`src/rtl/regfile_pkg.sv`:
```
// Shared types and default sizes for the synchronous register file.
package regfile_pkg;

    typedef enum logic {
        CLEAR = 1'b0,
        RUN   = 1'b1
    } state_t;

    localparam int DEF_DATA_W = 32;
    localparam int DEF_ADDR_W = 5;

endpackage

```
`src/rtl/regfile_mem.sv`:
```
// Storage array: one write port and two registered read ports, no reset on contents.
module regfile_mem #(
    parameter int DATA_W = 32,
    parameter int ADDR_W = 5
) (
    input  logic              clk,
    input  logic              we,
    input  logic [ADDR_W-1:0] waddr,
    input  logic [DATA_W-1:0] wdata,
    input  logic [ADDR_W-1:0] raddr1,
    input  logic [ADDR_W-1:0] raddr2,
    output logic [DATA_W-1:0] rdata1,
    output logic [DATA_W-1:0] rdata2
);

    logic [DATA_W-1:0] mem [2**ADDR_W];

    // Reads see the pre-write contents when read and write addresses collide.
    always_ff @(posedge clk) begin
        if (we) mem[waddr] <= wdata;
        rdata1 <= mem[raddr1];
        rdata2 <= mem[raddr2];
    end

endmodule

```
`src/rtl/regfile_sync.sv`:
```
// Two-read/one-write register file with a zeroing sweep after reset or clr.
// Define REGFILE_SYNC_BYPASS_EN to forward same-cycle write data to the read ports.
module regfile_sync
    import regfile_pkg::*;
#(
    parameter int DATA_W   = DEF_DATA_W,
    parameter int ADDR_W   = DEF_ADDR_W,
    parameter int ZERO_REG = 1
) (
    input  logic              clk,
    input  logic              rst,
    input  logic              clr,
    input  logic              wr_en,
    input  logic [ADDR_W-1:0] wr_addr,
    input  logic [DATA_W-1:0] wr_data,
    input  logic [ADDR_W-1:0] rd_addr1,
    input  logic [ADDR_W-1:0] rd_addr2,
    output logic [DATA_W-1:0] rd_data1,
    output logic [DATA_W-1:0] rd_data2,
    output logic              ready
);

    localparam int                DEPTH = 2**ADDR_W;
    localparam logic [ADDR_W-1:0] LAST  = ADDR_W'(DEPTH-1);

    state_t            state, state_n;
    logic [ADDR_W-1:0] clr_ptr, clr_ptr_n;

    always_ff @(posedge clk or posedge rst) begin
        if (rst) begin
            state   <= CLEAR;
            clr_ptr <= '0;
        end else begin
            state   <= state_n;
            clr_ptr <= clr_ptr_n;
        end
    end

    always_comb begin
        state_n   = state;
        clr_ptr_n = clr_ptr;
        case (state)
            CLEAR: begin
                if (clr) begin
                    clr_ptr_n = '0;
                end else if (clr_ptr == LAST) begin
                    state_n   = RUN;
                    clr_ptr_n = '0;
                end else begin
                    clr_ptr_n = clr_ptr + 1'b1;
                end
            end
            RUN: begin
                if (clr) begin
                    state_n   = CLEAR;
                    clr_ptr_n = '0;
                end
            end
            default: state_n = CLEAR;
        endcase
    end

    assign ready = (state == RUN);

    logic run_ok, wr_zero, wr_ok;
    assign run_ok  = (state == RUN) && !clr;
    assign wr_zero = (ZERO_REG != 0) && (wr_addr == '0);
    assign wr_ok   = run_ok && wr_en && !wr_zero;

    logic              mem_we;
    logic [ADDR_W-1:0] mem_waddr;
    logic [DATA_W-1:0] mem_wdata;
    assign mem_we    = (state == CLEAR) || wr_ok;
    assign mem_waddr = (state == CLEAR) ? clr_ptr : wr_addr;
    assign mem_wdata = (state == CLEAR) ? '0 : wr_data;

    logic [1:0][ADDR_W-1:0] raddr;
    logic [1:0][DATA_W-1:0] mem_rdata, rd_out;
    assign raddr = {rd_addr2, rd_addr1};

    regfile_mem #(.DATA_W(DATA_W), .ADDR_W(ADDR_W)) u_mem (
        .clk    (clk),
        .we     (mem_we),
        .waddr  (mem_waddr),
        .wdata  (mem_wdata),
        .raddr1 (raddr[0]),
        .raddr2 (raddr[1]),
        .rdata1 (mem_rdata[0]),
        .rdata2 (mem_rdata[1])
    );

    // Per-port force-zero flag, registered alongside the array read so it
    // lines up with mem_rdata; resetting it to 1 zeroes outputs immediately.
    logic [1:0] zero_n, zero_q;
    always_comb begin
        for (int i = 0; i < 2; i++)
            zero_n[i] = !run_ok || ((ZERO_REG != 0) && (raddr[i] == '0));
    end

    always_ff @(posedge clk or posedge rst) begin
        if (rst) zero_q <= '1;
        else     zero_q <= zero_n;
    end

`ifdef REGFILE_SYNC_BYPASS_EN
    logic [1:0]        byp_n, byp_q;
    logic [DATA_W-1:0] byp_data_q;
    always_comb begin
        for (int i = 0; i < 2; i++)
            byp_n[i] = wr_ok && (raddr[i] == wr_addr);
    end

    always_ff @(posedge clk or posedge rst) begin
        if (rst) begin
            byp_q      <= '0;
            byp_data_q <= '0;
        end else begin
            byp_q      <= byp_n;
            byp_data_q <= wr_data;
        end
    end

    always_comb begin
        for (int i = 0; i < 2; i++)
            rd_out[i] = zero_q[i] ? '0 : (byp_q[i] ? byp_data_q : mem_rdata[i]);
    end
`else
    always_comb begin
        for (int i = 0; i < 2; i++)
            rd_out[i] = zero_q[i] ? '0 : mem_rdata[i];
    end
`endif

    assign rd_data1 = rd_out[0];
    assign rd_data2 = rd_out[1];

endmodule

```
`config.mk`:
```
export PLATFORM = sky130hd
export DESIGN_NAME = regfile_sync
export DESIGN_NICKNAME = d
export VERILOG_FILES = /design/src/rtl/regfile_pkg.sv /design/src/rtl/regfile_mem.sv /design/src/rtl/regfile_sync.sv
export SDC_FILE = /design/constraint.sdc
export NUM_CORES = 1
export LEC_CHECK = 0
export CAP_MARGIN = 30
export CORE_ASPECT_RATIO = 1.75
export CORE_MARGIN = 2
export CORE_UTILIZATION = 50
export DETAILED_ROUTE_END_ITERATION = 8
export GPL_TIMING_DRIVEN = 0
export PLACE_DENSITY_LB_ADDON = 0.1
export SLEW_MARGIN = 20
export SYNTH_ARGS = -nofsm -noshare
export SYNTH_HDL_FRONTEND = slang
export SYNTH_SLANG_ARGS = --single-unit
```
`constraint.sdc`:
```
create_clock -name clk -period 3.45 [get_ports clk]
set_clock_uncertainty 0.2 [all_clocks]
set_input_delay 0.69 -clock clk [delete_from_list [all_inputs] [get_ports clk]]
set_output_delay 0.69 -clock clk [all_outputs]
set_load 0.02 [all_outputs]
```
==> flow_metrics.env <==
export IMPL_cts_buffer_depth=3
export IMPL_synth_edff_count=1024
export IMPL_grt_max_degree=33
export IMPL_place_congestion=0.934
export IMPL_grt_pass1_vias=30173
export IMPL_rsz0062_at_grt="no"
export IMPL_period_minus_slack_ns=3.50
export IMPL_hold_viol_final=0
export IMPL_yosysMostFrequentCell="edfxtp_1"
export IMPL_ff2ff_path_depth=8
export IMPL_setup_viol_count_final=3
export IMPL_grt_pass1_wl_um=232000
export IMPL_dpl_cell_area_mm2=0.0532
export IMPL_critPathMaxStageDelay_ns=0.68
export IMPL_crit_top_cell="buf_2"
export IMPL_drive_gt1_frac=0.318
export IMPL_worst_slew_pin_slew_ns=1.11
export IMPL_numClockSinks=1096
export IMPL_wire_per_inst_um=40.9
export IMPL_violations="negative setup slack"
export IMPL_fillers=7092
export IMPL_num_vias=29565
export IMPL_syn_num_nets=2519
export IMPL_clk_latency_ns=0.71
export IMPL_area_growth_pct=17.2
export IMPL_viasPerCell=7.08
export IMPL_firstDrtPassIters=6
export IMPL_grt_usage=0.346
export IMPL_synthesis_area_mm2=0.0485
export IMPL_synth_cell_type_count=50
export IMPL_cp_startpoint="rd_addr2[1]"
export IMPL_nets=2847
export IMPL_slew_headroom=0.257
export IMPL_port_buffers=110
export IMPL_status="finished, violations left"
export IMPL_netlist_area_leader_share=0.634
export IMPL_cts_inserted_buffers=98
export IMPL_crit_fanout=10
export IMPL_arrival_ns=3.83
export IMPL_clock_root_buffer="clkbuf_16"
export IMPL_die_area_mm2=0.0996
export IMPL_drcViolationCount=0
export IMPL_vdd_drop_max_uv=381
export IMPL_start_util=0.503
export IMPL_ioPinCount=116
export IMPL_path_class="input pin to flop"
export IMPL_max_cap_violations=0
export IMPL_rr_startpoint="ready$_DFF_PP0_"
export IMPL_cts_tree="yes"
export IMPL_hold_path_class="input pin to asynchronous set/reset pin"
export IMPL_drt_total_wl_um=171000
export IMPL_die_x_um=239
export IMPL_rows=151
export IMPL_clkTransAtPathRegs_ns=0.07
export IMPL_drtIter0Drc=4762
export IMPL_synth_largest_area_cell="edfxtp_1"
export IMPL_async_reset_ff_frac=0.00730
export IMPL_slew_violations=0
export IMPL_setup_ws_ns=-0.0465
export IMPL_grt_overflow=0
export IMPL_cts_htree_levels=3
export IMPL_antenna_found_initial=6
export IMPL_cp_cell_sequence="clkdlybuf4s50_1 > buf_2 > buf_2 > buf_2 > mux4_2 > a22oi_1 > a22oi_1"
export IMPL_ys_seq_area_frac=0.664
export IMPL_endpoint_kind="flop"
export IMPL_die_y_um=416
export IMPL_synthCells=2466
export IMPL_finalCritPeriodShare=1.01
export IMPL_p_total_mw=28.1
export IMPL_syn_area_per_cell_um2=19.7
export IMPL_power_per_cell_area_mw_per_mm2=495
export IMPL_ys_dominant_reg_cell="edfxtp_1"
export IMPL_core_area_mm2=0.0965
export IMPL_synth_area_leaders="edfxtp_1, mux4_2, mux2i_1, dfxtp_1, o22ai_1"
export IMPL_cp_start_kind="input pin"
export IMPL_ctsHoldBuffers=0
export IMPL_fin_tns_setup_ns=-0.0691
export IMPL_synth_warnings=0
export IMPL_synth_seq_cells=1096
export IMPL_p_leak_nw=18.9
export IMPL_antenna_left=0
export IMPL_final_cell_area_mm2=0.0569
export IMPL_cp_slowest_cell="clkdlybuf4s50_1"
export IMPL_cp_required_ns=3.78
export IMPL_final_util=0.589
export IMPL_timing_fmax_mhz=286
export IMPL_dp_worst_setup_slack_ns=-1.15
export IMPL_dp_final_hpwl_um=125000
export IMPL_synth_commonest_cells="edfxtp_1, mux4_2, o22ai_1"
## worst max-delay path: cells and delay by family
kind                   cells  cell delay (ns)
buffers and inverters      4             2.08
AOI/OAI and AO/OA          2             0.63
muxes                      1             0.38
## final timing paths
path	to	slack [ns]
max	u_mem.rdata2[22]$_DFF_P_	-0.05
min	ready$_DFF_PP0_	0.09
max reg2reg	u_mem.mem[28][11]$_DFFE_PP_	0.17
min reg2reg	clr_ptr[2]$_DFFE_PP0P_	0.44
max in group asynchronous	zero_q[0]$_DFF_PP1_	2.63
min in group clk	clr_ptr[1]$_DFFE_PP0P_	0.19
## report_power, final
part           switching [mW]  leakage [nW]  internal, mW
sequential             0.0893          10.6          14.6
clock                    4.99          1.54          6.18
combinational            1.37          6.75         0.940
## logic make-up (layout without fill, tap and decap cells)
| family | after synthesis | count (layout) | synth area share |
|---|---|---|---|
| flip-flops | 1096 | 1096 | 0.664 |
| multiplexers | 582 | 582 | 0.236 |
| AO/OA/AOI/OAI | 362 | 362 | 0.0519 |
| AND/OR/NAND/NOR | 219 | 219 | 0.0258 |
| buffers and inverters | 205 | 612 | 0.0218 |
| adder cells (fa/ha/maj) | 2 | 2 | 0.000516 |
| other | 0 | 2 | 0 |
## repair_timing
| item | CTS | global route |
|---|---|---|
| endpoints found under the setup margin | 427 | 118 |
| gates resized for setup | 19 | 11 |
| pin swaps | 3 | 4 |
| buffers inserted | 4 | 29 |
## area by class of cell
| type | count | area, um2 | area share |
|---|---|---|---|
| Antenna cell | 2 | 5.00 | 0.0000880 |
| Buffer | 197 | 1060 | 0.0186 |
| Clock buffer | 125 | 2650 | 0.0465 |
| Clock inverter | 54 | 547 | 0.00962 |
| Inverter | 5 | 18.8 | 0.000330 |
| Multi-Input combinational cell | 1165 | 15500 | 0.273 |
| Sequential cell | 1096 | 32200 | 0.567 |
| Tap cell | 1300 | 1630 | 0.0286 |
| Timing Repair Buffer | 231 | 3180 | 0.0560 |
## per-stage QoR
step                      cells  hold WS, ns
after detailed placement   3959        0.413
after global routing       4173        0.126
after global placement     3876        0.384
after CTS                  4139       0.0661
final                      4175       0.0869
after floorplan            2466        0.304
## state kept, by name, indices dropped and copies added (netlist names)
name	count
u_mem.mem	1024
u_mem.rdata1	32
u_mem.rdata2	32
clr_ptr	5
zero_q	2
ready	1
## cell usage in the layout, fill, tap and decap left out, types with 7 or more instances in the layout
cell and n:
edfxtp_1 1024, mux4_2 447, o22ai_1 159, mux2i_1 131, clkdlybuf4s50_1 109, clkbuf_16 100
clkbuf_1 86, a22oi_1 67, buf_4 66, nor2b_1 64, dfxtp_1 64, buf_2 63
a21oi_1 47, buf_12 35, nor4_1 33, nor2_4 32, o221ai_1 31, buf_16 30
and2_2 19, buf_6 18, a211oi_1 16, clkbuf_2 15, clkinv_2 15, buf_8 15
and2_1 14, clkinv_1 14, a22o_1 13, nand2_1 12, nor2_1 11, clkinvlp_4 10
bufinv_16 10, buf_1 7, a2111oi_2 7
## metal layers
| layer | up-vias | share of wire | global-route usage |
|---|---|---|---|
| li1 | 11331 | - | - |
| met1 | 15550 | 0.33 | 0.403 |
| met2 | 2117 | 0.50 | 0.577 |
| met3 | 565 | 0.098 | 0.0779 |
| met4 | 2 | 0.073 | 0.222 |
| met5 | - | 0.000053 | 0 |
Note: power is estimated with default switching activity, not from simulation.
